<file path="src/rtl/booth_seq_multiplier_if.sv">
// Operand/result bundle for booth_seq_multiplier: start request, operands, status and product.
interface booth_seq_multiplier_if #(
    parameter int unsigned WIDTH = 8
);
    logic                   start;
    logic [WIDTH-1:0]       multiplicand;
    logic [WIDTH-1:0]       multiplier;
    logic                   busy;
    logic                   done;
    logic [2*WIDTH-1:0]     product;

    modport master (
        output start,
        output multiplicand,
        output multiplier,
        input  busy,
        input  done,
        input  product
    );

    modport slave (
        input  start,
        input  multiplicand,
        input  multiplier,
        output busy,
        output done,
        output product
    );
endinterface

</file>
<file path="src/rtl/booth_seq_multiplier.sv">
// Sequential radix-2 Booth multiplier: one add/sub-and-shift step per clock, WIDTH steps,
// registered signed product with a one-cycle done pulse.
module booth_seq_multiplier #(
    parameter int unsigned WIDTH = 8
) (
    input logic                   clk,
    input logic                   rst_n,
    booth_seq_multiplier_if.slave bus
);
    localparam int unsigned StepW = $clog2(WIDTH + 1);

    typedef enum logic [1:0] {StIdle, StRun, StDone} state_e;

    state_e               state_q, state_d;
    logic [WIDTH:0]       a_q, a_d;
    logic [WIDTH:0]       m_q, m_d;
    logic [WIDTH-1:0]     q_q, q_d;
    logic                 q1_q, q1_d;
    logic [StepW-1:0]     step_q, step_d;
    logic [2*WIDTH-1:0]   product_q, product_d;
    logic [WIDTH:0]       sum;

    always_ff @(posedge clk or negedge rst_n) begin
        if (!rst_n) begin
            state_q   <= StIdle;
            a_q       <= '0;
            m_q       <= '0;
            q_q       <= '0;
            q1_q      <= 1'b0;
            step_q    <= '0;
            product_q <= '0;
        end else begin
            state_q   <= state_d;
            a_q       <= a_d;
            m_q       <= m_d;
            q_q       <= q_d;
            q1_q      <= q1_d;
            step_q    <= step_d;
            product_q <= product_d;
        end
    end

    always_comb begin
        state_d   = state_q;
        a_d       = a_q;
        m_d       = m_q;
        q_d       = q_q;
        q1_d      = q1_q;
        step_d    = step_q;
        product_d = product_q;

        // Guard bit in A keeps A - M exact even when M = -2^(WIDTH-1).
        case ({q_q[0], q1_q})
            2'b01:   sum = a_q + m_q;
            2'b10:   sum = a_q - m_q;
            default: sum = a_q;
        endcase

        case (state_q)
            StIdle: begin
                if (bus.start) begin
                    a_d     = '0;
                    m_d     = {bus.multiplicand[WIDTH-1], bus.multiplicand};
                    q_d     = bus.multiplier;
                    q1_d    = 1'b0;
                    step_d  = '0;
                    state_d = StRun;
                end
            end
            StRun: begin
                a_d    = {sum[WIDTH], sum[WIDTH:1]};
                q_d    = {sum[0], q_q[WIDTH-1:1]};
                q1_d   = q_q[0];
                step_d = step_q + StepW'(1);
                if (step_q == StepW'(WIDTH - 1)) begin
                    product_d = {a_d[WIDTH-1:0], q_d};
                    state_d   = StDone;
                end
            end
            StDone: begin
                state_d = StIdle;
            end
            default: begin
                state_d = StIdle;
            end
        endcase
    end

    assign bus.busy    = (state_q == StRun);
    assign bus.done    = (state_q == StDone);
    assign bus.product = product_q;
endmodule

</file>
<file path="src/flat_wrapper.sv">
// flat-port wrapper written by rule: the top's interface ports become plain ports
module booth_seq_multiplier_flat 
#(
    parameter int unsigned WIDTH = 8
)
  (clk, rst_n, bus_start, bus_multiplicand, bus_multiplier, bus_busy, bus_done, bus_product);
  booth_seq_multiplier_if #(.WIDTH(WIDTH)) bus_i ();
  input logic clk;
  input logic rst_n;
  input wire logic [$bits(bus_i.start)-1:0] bus_start;
  input wire logic [$bits(bus_i.multiplicand)-1:0] bus_multiplicand;
  input wire logic [$bits(bus_i.multiplier)-1:0] bus_multiplier;
  output wire logic [$bits(bus_i.busy)-1:0] bus_busy;
  output wire logic [$bits(bus_i.done)-1:0] bus_done;
  output wire logic [$bits(bus_i.product)-1:0] bus_product;
  assign bus_i.start = bus_start;
  assign bus_i.multiplicand = bus_multiplicand;
  assign bus_i.multiplier = bus_multiplier;
  assign bus_busy = bus_i.busy;
  assign bus_done = bus_i.done;
  assign bus_product = bus_i.product;
  booth_seq_multiplier #(.WIDTH(WIDTH)) u_core (.clk(clk), .rst_n(rst_n), .bus(bus_i));
endmodule
</file>
<file path="config.mk">
export PLATFORM = sky130hd
export DESIGN_NAME = booth_seq_multiplier_flat
export DESIGN_NICKNAME = d
export VERILOG_FILES = /design/src/rtl/booth_seq_multiplier_if.sv /design/src/rtl/booth_seq_multiplier.sv /design/src/flat_wrapper.sv
export SDC_FILE = /design/constraint.sdc
export NUM_CORES = 1
export LEC_CHECK = 0
export CAP_MARGIN = 5
export CORE_UTILIZATION = 54
export CTS_CLUSTER_SIZE = 20
export DETAILED_ROUTE_END_ITERATION = 7
export MAX_ROUTING_LAYER = met4
export PLACE_DENSITY_LB_ADDON = 0.1
export SLEW_MARGIN = 15
export SYNTH_ARGS = -nofsm -noshare
export SYNTH_HDL_FRONTEND = slang
export SYNTH_SLANG_ARGS = --single-unit
</file>
<file path="constraint.sdc">
create_clock -name clk -period 3.3 [get_ports clk]
set_input_delay 0.66 -clock clk [delete_from_list [all_inputs] [get_ports clk]]
set_output_delay 0.66 -clock clk [all_outputs]
set_load 0.005 [all_outputs]
</file>
==> results.py, run 1 <==
metrics = {
    "timing": {
        "rsz0062_at_grt": "no",
        "finalCriticalPeriod_ps": 2688,
        "setup_tns_ps": 0,
        "maxSlewHeadroom_pct": 61.11,
        "hold_viol": 0,
        "final-setup-viol-count": 0,
        "period_share_pct": 81.47,
        "skew_ps": 4.331,
        "slew_violations": 0,
        "setup_ws_ps": 611.6,
        "fmax_ghz": 0.3720,
        "worstMarginPinSlew_ps": 583.3,
    },
    "die": {
        "num_rows": 24,
        "die_x_microns": 70.38,
        "start_util_pct": 57.20,
        "die_h_microns": 70.38,
        "core_sq_um": 4414,
        "die_area_sq_um": 4953,
        "ios": 37,
    },
    "drt": {
        "wl_met1_mm": 2.575,
        "drtPass1Iterations": 4,
        "drc": 0,
        "vias_per_cell": 5.706,
        "route.met2.wl_mm": 2.304,
        "dr_total_vias": 2020,
        "routed_wl_mm": 5.219,
        "ant_nets": 0,
        "wl_met3_microns": 261,
        "drtIter0Drc": 121,
        "wire_per_inst_microns": 14.74,
        "top_layer_used": "met4",
    },
    "critical_path": {
        "arrival_ps": 2880,
        "crit_required_ps": 3490,
        "start_kind": "register",
        "critical-path-slowest-cell": "a311oi_2",
        "path_max_fanout": 8,
        "crit_chain": "inv_1 -> ha_1 -> mux2i_1 -> ha_1 -> nor2b_1 -> o21ai_1 -> a21oi_1 -> a311oi_2 -> mux2i_1 -> nand2_1",
        "worst-setup-path-type": "register to register",
        "endpoint_kind": "register",
        "max_stage_delay_ps": 420,
        "crit_family": "compound AO/OA/AOI/OAI gates",
        "path_buf_inv": 1,
    },
    "cts": {
        "cts-resized-gates": 0,
        "holdBufCountCts": 0,
        "h-tree-depth": 2,
        "post_cts.repair.setup_buffers": 0,
        "cts-root-buf": "clkbuf_8",
        "clk_pin_slew_ps": 80,
        "clk_latency_ps": 300,
        "cts_tree": "done",
        "numCtsBuffers": 5,
        "clk_path_buf_depth": 2,
        "numClockSinks": 47,
    },
    "power": {
        "clkPwrFrac_pct": 9.6,
        "switchingPower_mw": 1.559,
        "power_density_nw_per_um2": 1200,
        "p_comb_share_pct": 59.3,
        "ir_drop_mv": 0.5777,
        "intPower_mw": 2.054,
        "sw_frac_of_total_pct": 43.15,
        "power.leakage_nw": 1.349,
        "pwr-share-seq_pct": 31.1,
    },
    "finish": {
        "num-nets-final": 333,
        "drive_gt1_share_pct": 6.623,
        "fin_cells": 354,
        "antenna_cells": 0,
        "area_growth_pct": 19.23,
    },
    "synth": {
        "post-synth-top-area-cell": "dfrtp_1",
        "yosys_warnings": 0,
        "synth_enable_flop_cells": 0,
        "synth-seq-cells": 47,
        "syn_area_per_cell_sq_um": 9.457,
        "synth_top_cell_area_share_pct": 46.58,
        "syn-num-nets": 298,
        "ys_seq_area_share_pct": 46.58,
        "synth_cell_type_count": 42,
        "async_flop_share_pct": 100.0,
        "syn_inst": 267,
        "synth-main-ff-cell": "dfrtp_1",
        "synth_area_leaders": "dfrtp_1 (47%), nand2_1 (6.4%), ha_1 (5.5%)",
        "synth_area_sq_um": 2525,
    },
    "place": {
        "dp_hpwl_mm": 3.668,
        "gp_congestion": 0.8757,
        "pre_cts_ws_ps": 674.4,
        "io_buffers": 36,
        "dpl.cell_count": 347,
    },
    "global_routing": {
        "antenna_found_initial": 0,
        "grt_pass1_vias": 1866,
        "grt_pass1_wl_mm": 9.101,
        "overflow": 0,
        "grt_max_degree": 48,
        "track_usage_pct": 24.28,
    },
    "job": {
        "maxCapViolCount": 0,
    },
    "status": {
        "status": "finished clean",
    },
    "worst_hold_path": {
        "min-delay-path-class": "input pin to asynchronous set/reset pin",
    },
}
final timing paths:
| path | endpoint | slack [ps] | startpoint | cells after the start |
|---|---|---|---|---|
| max | u_core.bus.product[14] | 610 | u_core.q1_q | 10 |
| min | u_core.bus.product[2] | 350 | rst_n | 1 |
| max reg2reg | u_core.bus.product[14] | 610 | u_core.q1_q | 10 |
| min reg2reg | u_core.bus.product[5] | 470 | u_core.bus.product[5] | 2 |
| max in group asynchronous | u_core.state_q[1] | 2550 | rst_n | 1 |
| min in group clk | u_core.bus.product[5] | 470 | u_core.bus.product[5] | 2 |
power groups by stage:
| stage | Clock, mW | Combinational [mW] | Sequential, mW |
|---|---|---|---|
| after CTS | 0.357 | 2.13 | 1.12 |
| after floorplan | 0 | 1.57 | 1.07 |
| after detailed placement | 0 | 2.11 | 1.13 |
| final | 0.347 | 2.14 | 1.13 |
| after global placement | 0 | 2.07 | 1.12 |
| after global routing | 0.382 | 2.39 | 1.17 |
cell families (layout without fill, tap and decap cells):
family | Yosys count | count (layout) | share of synthesized area (%)
adder cells (fa/ha/maj) | 12 | 12 | 6.244
AO/OA/AOI/OAI | 71 | 71 | 16.65
flip-flops | 47 | 47 | 46.58
buffers and inverters | 24 | 59 | 3.964
XOR/XNOR | 12 | 12 | 4.163
AND/OR/NAND/NOR | 88 | 88 | 16.85
multiplexers | 13 | 13 | 5.550
metrics by stage:
stage | util (%) | power (mW) | area [sq um] | hold slack [ps]
finish | 68.20 | 3.614 | 3010 | 353.9
global route | 68.20 | 3.938 | 3010 | 412.9
CTS | 68.14 | 3.612 | 3008 | 482.1
detailed placement | 66.16 | 3.237 | 2920 | 462.6
global placement | 66.16 | 3.186 | 2920 | 460.2
floorplan | - | 2.636 | 2525 | 364.4
cell usage after synthesis (4+ instances only):
master	count
a21oi_1	20
a22oi_1	7
clkbuf_1	9
dfrtp_1	47
ha_1	11
inv_1	9
mux2_1	7
mux2i_1	5
nand2_1	43
nor2_1	13
nor2b_1	11
nor3_1	4
o21ai_0	5
o21ai_1	25
xnor2_1	10
layout make-up:
cell class                      count  area [sq um]
Tap cell                           52         65.06
Fill cell                         356          1404
Inverter                           12         45.04
Timing Repair Buffer               40         387.9
Sequential cell                    47          1176
Clock inverter                      1         5.005
Multi-Input combinational cell    196          1249
Clock buffer                        6         82.58
metal layers:
layer	global-route usage (%)	up-vias
met4	9.111	0
met3	5.628	9
met1	34.35	962
li1	-	995
met5	-	-
met2	33.97	54
flip-flops by register name, indices dropped and copies added (netlist names):
| register | cells |
|---|---|
| u_core.q_q | 8 |
| u_core.q1_q | 1 |
| u_core.state_q | 2 |
| u_core.m_q | 8 |
| u_core.a_q | 8 |
| u_core.bus.product | 16 |
| u_core.step_q | 4 |
layout by cell type (no fill, tap or decap), drive strengths merged, types with 3 or more instances in the layout:
cell type      instances
o21ai                 31
nor3                   4
buf                    5
mux2                   8
dfrtp                 47
xnor2                 10
clkbuf                 6
nand2                 43
nand2b                 3
a22o                   3
or3                    3
mux2i                  5
a21oi                 20
a22oi                  7
clkdlybuf4s50         35
ha                    11
nor2b                 11
nor2                  13
inv                   12
Power figures use the tool's default switching activity.
==> inputs of run 2 (changes only) <==
--- a/config.mk
+++ b/config.mk
@@ -6,7 +6,7 @@
 export NUM_CORES = 1
 export LEC_CHECK = 0
 export CAP_MARGIN = 5
-export CORE_UTILIZATION = 54
+export CORE_UTILIZATION = 49
 export CTS_CLUSTER_SIZE = 20
 export DETAILED_ROUTE_END_ITERATION = 7
 export MAX_ROUTING_LAYER = met4
==> constraint.sdc (replaced) <==
create_clock -name clk -period 2.47 [get_ports clk]
set_input_delay 0.494 -clock clk [delete_from_list [all_inputs] [get_ports clk]]
set_output_delay 0.494 -clock clk [all_outputs]
set_load 0.005 [all_outputs]
==> run 2 against run 1 <==
Global-route usage decreased by 0.34 points. Via count increased by 3.4%. Routed wire length increased by 9.6%. Power increased by 58%. Sequential share of layout area decreased by 3.7 points. Critical path type unchanged. Critical endpoint is now u_core.a_q[7]. Highest routed layer unchanged.
==> results.py, run 2 (synthesis results as in run 1) <==
metrics = {
    "die": {
        "die_area_sq_um": 5444,
        "core_sq_um": 4848,
        "ios": 37,
        "start_util_pct": 52.08,
        "die_h_microns": 73.79,
        "num_rows": 25,
        "die_x_microns": 73.79,
    },
    "power": {
        "ir_drop_mv": 0.9629,
        "sw_frac_of_total_pct": 42.52,
        "switchingPower_mw": 2.426,
        "power.leakage_nw": 1.474,
        "p_comb_share_pct": 64.8,
        "intPower_mw": 3.280,
        "clkPwrFrac_pct": 8.8,
        "power_density_nw_per_um2": 1711,
        "pwr-share-seq_pct": 26.4,
    },
    "place": {
        "gp_congestion": 0.8872,
        "io_buffers": 36,
        "dp_hpwl_mm": 4.004,
    },
    "timing": {
        "setup_tns_ps": 0,
        "skew_ps": 16.85,
        "holdWs_ps": 166.6,
        "period_share_pct": 99.61,
        "final-setup-viol-count": 0,
        "finalCriticalPeriod_ps": 2460,
        "slew_violations": 0,
        "worstMarginPinSlew_ps": 972.2,
        "maxSlewHeadroom_pct": 35.05,
        "rsz0062_at_grt": "yes",
        "fmax_ghz": 0.4064,
        "hold_viol": 0,
    },
    "critical_path": {
        "crit_chain": "inv_2 -> ha_4 -> nand2b_4 -> nor4_2 -> nor2_1 -> xnor2_1 -> ha_1 -> nand4_1 -> a21oi_2 -> or3_4 -> nand3_4 -> or3_4 -> o21ai_2",
        "crit_top_cell": "or3_4",
        "start_kind": "register",
        "worst-setup-path-type": "register to register",
        "cp-startpoint": "u_core.m_q[0]",
        "max_stage_delay_ps": 400,
        "path_max_fanout": 5,
        "critical-path-slowest-cell": "dfrtp_1",
        "crit_path_end": "u_core.a_q[7]",
        "crit_required_ps": 2710,
        "ff2ff_path_depth": 13,
        "path_buf_inv": 1,
        "r2r-start": "u_core.m_q[0]",
        "crit_family": "simple AND/OR/NAND/NOR gates",
        "r2r-end": "u_core.a_q[7]",
        "endpoint_kind": "register",
        "arrival_ps": 2700,
        "reg2reg_slack_ps": 10,
        "cp.depth": 13,
    },
    "drt": {
        "drtPass1Iterations": 4,
        "wl_met1_mm": 2.820,
        "dr_total_vias": 2088,
        "wire_per_inst_microns": 14.59,
        "drc": 0,
        "routed_wl_mm": 5.721,
        "route.met2.wl_mm": 2.608,
        "top_layer_used": "met4",
        "vias_per_cell": 5.327,
        "wl_met3_microns": 201,
        "ant_nets": 0,
        "drtIter0Drc": 105,
    },
    "finish": {
        "antenna_cells": 0,
        "area_growth_pct": 32.06,
        "drive_gt1_share_pct": 20.00,
        "largest_reg_flops": 16,
        "num-nets-final": 355,
        "utilization_pct": 68.77,
        "final_cell_mix": "dfrtp_1 (45), nand2_1 (42), clkdlybuf4s50_1 (35), buf_4 (25), o21ai_1 (23)",
        "final_common_cell": "dfrtp_1",
    },
    "cts": {
        "numClockSinks": 47,
        "clk_path_buf_depth": 2,
        "numCtsBuffers": 5,
        "clk_pin_slew_ps": 110,
        "h-tree-depth": 2,
        "clk_latency_ps": 310,
        "cts_tree": "done",
        "cts-root-buf": "clkbuf_8",
    },
    "global_routing": {
        "grt_max_degree": 25,
        "grt_pass1_wl_mm": 9.356,
        "track_usage_pct": 23.94,
        "grt_pass1_vias": 1978,
        "overflow": 0,
        "antenna_found_initial": 0,
    },
    "worst_hold_path": {
        "min-delay-path-class": "input pin to asynchronous set/reset pin",
    },
    "status": {
        "status": "finished clean",
    },
    "job": {
        "maxCapViolCount": 0,
    },
}
==> run 2: worst reg2reg max path, delay by kind of cell (launching register included) <==
family,cells,cell delay (ps)
AND/OR/NAND/NOR,7,1040
adder cells (fa/ha/maj),2,500
flip-flops,1,400
AO/OA/AOI/OAI,2,240
XOR/XNOR,1,130
buffers and inverters,1,80
==> run 2: stage by stage <==
step                cells  total power [mW]  worst slack [ps]  instance area [sq um]
global route          392             6.198            -120.4                   3334
floorplan             267             3.522             158.2                   2525
CTS                   387             5.222             2.562                   3188
finish                392             5.706             9.565                   3334
global placement      373             4.485            -32.18                   3034
detailed placement    373             4.569            -60.43                   3034
==> run 2: layout make-up <==
| type | count | area [sq um] |
|---|---|---|
| fillers | 398 | 1514 |
| multi-input cells | 196 | 1370 |
| flip-flops and latches | 47 | 1179 |
| repair buffers | 62 | 563.0 |
| well taps | 67 | 83.83 |
| clock buffers | 5 | 68.82 |
| inverters | 12 | 45.04 |
| clock inverters | 3 | 25.02 |
==> run 2: metal layers <==
metal / vias to the layer above / GRT usage, %
met5: - / -
met4: 0 / 8.120
met3: 8 / 5.213
met2: 38 / 35.17
met1: 1008 / 32.72
li1: 1034 / -
==> run 2: how the worst min path moves through the flow <==
stage | to
CTS | u_core.bus.product[3]
global route | u_core.bus.product[3]
finish | u_core.bus.product[3]
floorplan | u_core.a_q[0]
global placement | u_core.bus.product[1]
detailed placement | u_core.bus.product[1]
==> run 2: what timing repair did <==
item / CTS / global route
pin swaps: 2 / 13
gates resized for setup: 4 / 24
buffers inserted: 6 / 5
hold buffers: 0 / 0
cloned: 0 / 0
endpoints found under the setup margin: 6 / 8
==> run 2: power by group through the flow <==
stage | combinational (mW) | clock [mW] | sequential (mW)
3_5_place_dp | 3.06 | 0 | 1.51
2_1_floorplan | 2.09 | 0 | 1.43
3_3_place_gp | 2.99 | 0 | 1.50
4_1_cts | 3.22 | 0.512 | 1.49
6_report | 3.70 | 0.500 | 1.51
5_1_grt | 4.10 | 0.538 | 1.56
==> patch: new RTL, config.mk and constraints of run 2 <==
`WIDTH` is set to 8 in 3 places; all go to 16.
--- a/src/rtl/booth_seq_multiplier_if.sv
+++ b/src/rtl/booth_seq_multiplier_if.sv
@@ -1,6 +1,6 @@
 // Operand/result bundle for booth_seq_multiplier: start request, operands, status and product.
 interface booth_seq_multiplier_if #(
-    parameter int unsigned WIDTH = 8
+    parameter int unsigned WIDTH = 16
 );
     logic                   start;
     logic [WIDTH-1:0]       multiplicand;
--- a/src/rtl/booth_seq_multiplier.sv
+++ b/src/rtl/booth_seq_multiplier.sv
@@ -1,7 +1,7 @@
 // Sequential radix-2 Booth multiplier: one add/sub-and-shift step per clock, WIDTH steps,
 // registered signed product with a one-cycle done pulse.
 module booth_seq_multiplier #(
-    parameter int unsigned WIDTH = 8
+    parameter int unsigned WIDTH = 16
 ) (
     input logic                   clk,
     input logic                   rst_n,
--- a/src/flat_wrapper.sv
+++ b/src/flat_wrapper.sv
@@ -1,7 +1,7 @@
 // flat-port wrapper written by rule: the top's interface ports become plain ports
 module booth_seq_multiplier_flat 
 #(
-    parameter int unsigned WIDTH = 8
+    parameter int unsigned WIDTH = 16
 )
   (clk, rst_n, bus_start, bus_multiplicand, bus_multiplier, bus_busy, bus_done, bus_product);
   booth_seq_multiplier_if #(.WIDTH(WIDTH)) bus_i ();
Interface: changed (resized bus_multiplicand, bus_multiplier and bus_product); port bits go from 37 to 69. The function was not compared with the original's and may differ.
==> patch against run 2 <==
The run now ends with setup timing left; synthesized cell count is 100% higher; synthesized area is 98% higher; hold slack worse by 110 ps; die area is 95% higher; cell area is 110% higher; sequential cell count is 41 higher; fmax is 15% lower; worst setup slack worse by 420 ps; wire length is 130% higher; critical endpoint is now u_core.bus.product[31]$_DFFE_PN0P_; highest routed layer unchanged.
Power is not shown: default switching activity piles up to over one toggle a cycle in this logic, so the estimate is an artifact.
==> patch: results (changes against run 2) <==
stage,metric,value,unit,change
outcome,outcome,finished with violations,,
outcome,violations,setup timing,,
layout,fillers,764,,+92%
layout,syn_to_final_growth,42.1,%,
layout,seq_share,31.0,%,-4.3 points
critical_path,worstPathMaxFanout,4,,-1
global_routing,grt_max_degree,38,,+52%
global_routing,grt_pass1_vias,4485,,+130%
cts,clk-insertion-delay-late,370,ps,+60 ps
placed_design,post-place-ws,-487,ps,-426 ps
critical_path,max_stage_delay,420,ps,+20 ps
synth,synth_commonest_cells,"nand2_1 (89), dfrtp_1 (88), o21ai_0 (44)",,
synth,synthMuxAreaShare,4.38,%,-1.2 points
detailed_routing,wl_met1,6100,um,+120%
timing,tns,-6370,ps,-6370 ps
timing,fin_ws,-410,ps,-420 ps
placed_design,port-buffer-count,68,,+89%
placed_design,dp.cells,793,,+110%
layout,nonClockBufferCount,162,,+160%
detailed_routing,wl,13400,um,+130%
placed_design,gp_congestion,0.941,,+6.1%
cts,cts_resized,56,,+52
cts,cts_buffers,9,,+4
placed_design,hpwl,9330,um,+130%
layout,inv_count,16,,+4
cts,cts.sinks,88,,+87%
detailed_routing,drt_iter0_markers,182,,+73%
synth,ys_types,58,,+38%
layout,multi_input_comb_cells,410,,+110%
placed_design,place_area,0.00638,mm^2,+110%
global_routing,grt_use_total,27.0,%,+3.1 points
cts,path_clk_slew,90,ps,-20 ps
global_routing,grt_pass1_wl,21300,um,+130%
cts,htree_num_levels,3,,+1
layout,multi_input_area_share,42.3,%,+1.3 points
synth,synth_nets,602,,+100%
layout,drive_above_1_share,28.4,%,+8.4 points
cts,postCtsSetupBuffers,10,,+4
layout,largest_register_ffs,32,,+16
detailed_routing,route.met3.wl,354,um,+76%
synth,avgSynthCellArea,9.15,um^2,-3.2%
timing,setup_viol,24,,+24
layout,num-nets-final,743,,+110%
synth,synth_xor_area_share,4.21,%,+0.045 points
timing,finClkSkew,7.97,ps,-8.88 ps
layout,buf_share,20.2,%,+3.3 points
critical_path,worstPathArrival,3160,ps,+460 ps
detailed_routing,wl_per_cell,16.3,um,+12%
synth,synth_area_leaders,"dfrtp_1 (44%), nand2_1 (6.7%), ha_1 (5.0%)",,
timing,relSlewSlack,70.8,%,+36 points
detailed_routing,route.met2.wl,6770,um,+160%
patch: final timing paths:
path / cells after the start / startpoint / end / slack, ps
min in group clk: 2 / u_core.bus.product[10]$_DFFE_PN0P_ / u_core.bus.product[10]$_DFFE_PN0P_ / 480
max in group asynchronous: 2 / rst_n / u_core.m_q[14]$_DFFE_PN0P_ / 1780
worst min-delay path: 1 / rst_n / u_core.bus.product[20]$_DFFE_PN0P_ / 60
worst min register to register: 2 / u_core.bus.product[10]$_DFFE_PN0P_ / u_core.bus.product[10]$_DFFE_PN0P_ / 480
worst max register to register: 12 / u_core.m_q[3]$_DFFE_PN0P_ / u_core.bus.product[31]$_DFFE_PN0P_ / -410
worst max-delay path: 12 / u_core.m_q[3]$_DFFE_PN0P_ / u_core.bus.product[31]$_DFFE_PN0P_ / -410
patch: layer usage:
layer / up-vias / track usage (%)
met1: 2210 / 33.7
met2: 80 / 44.6
met4: 0 / 11.2
li1: 2216 / -
met5: - / -
met3: 17 / 3.19
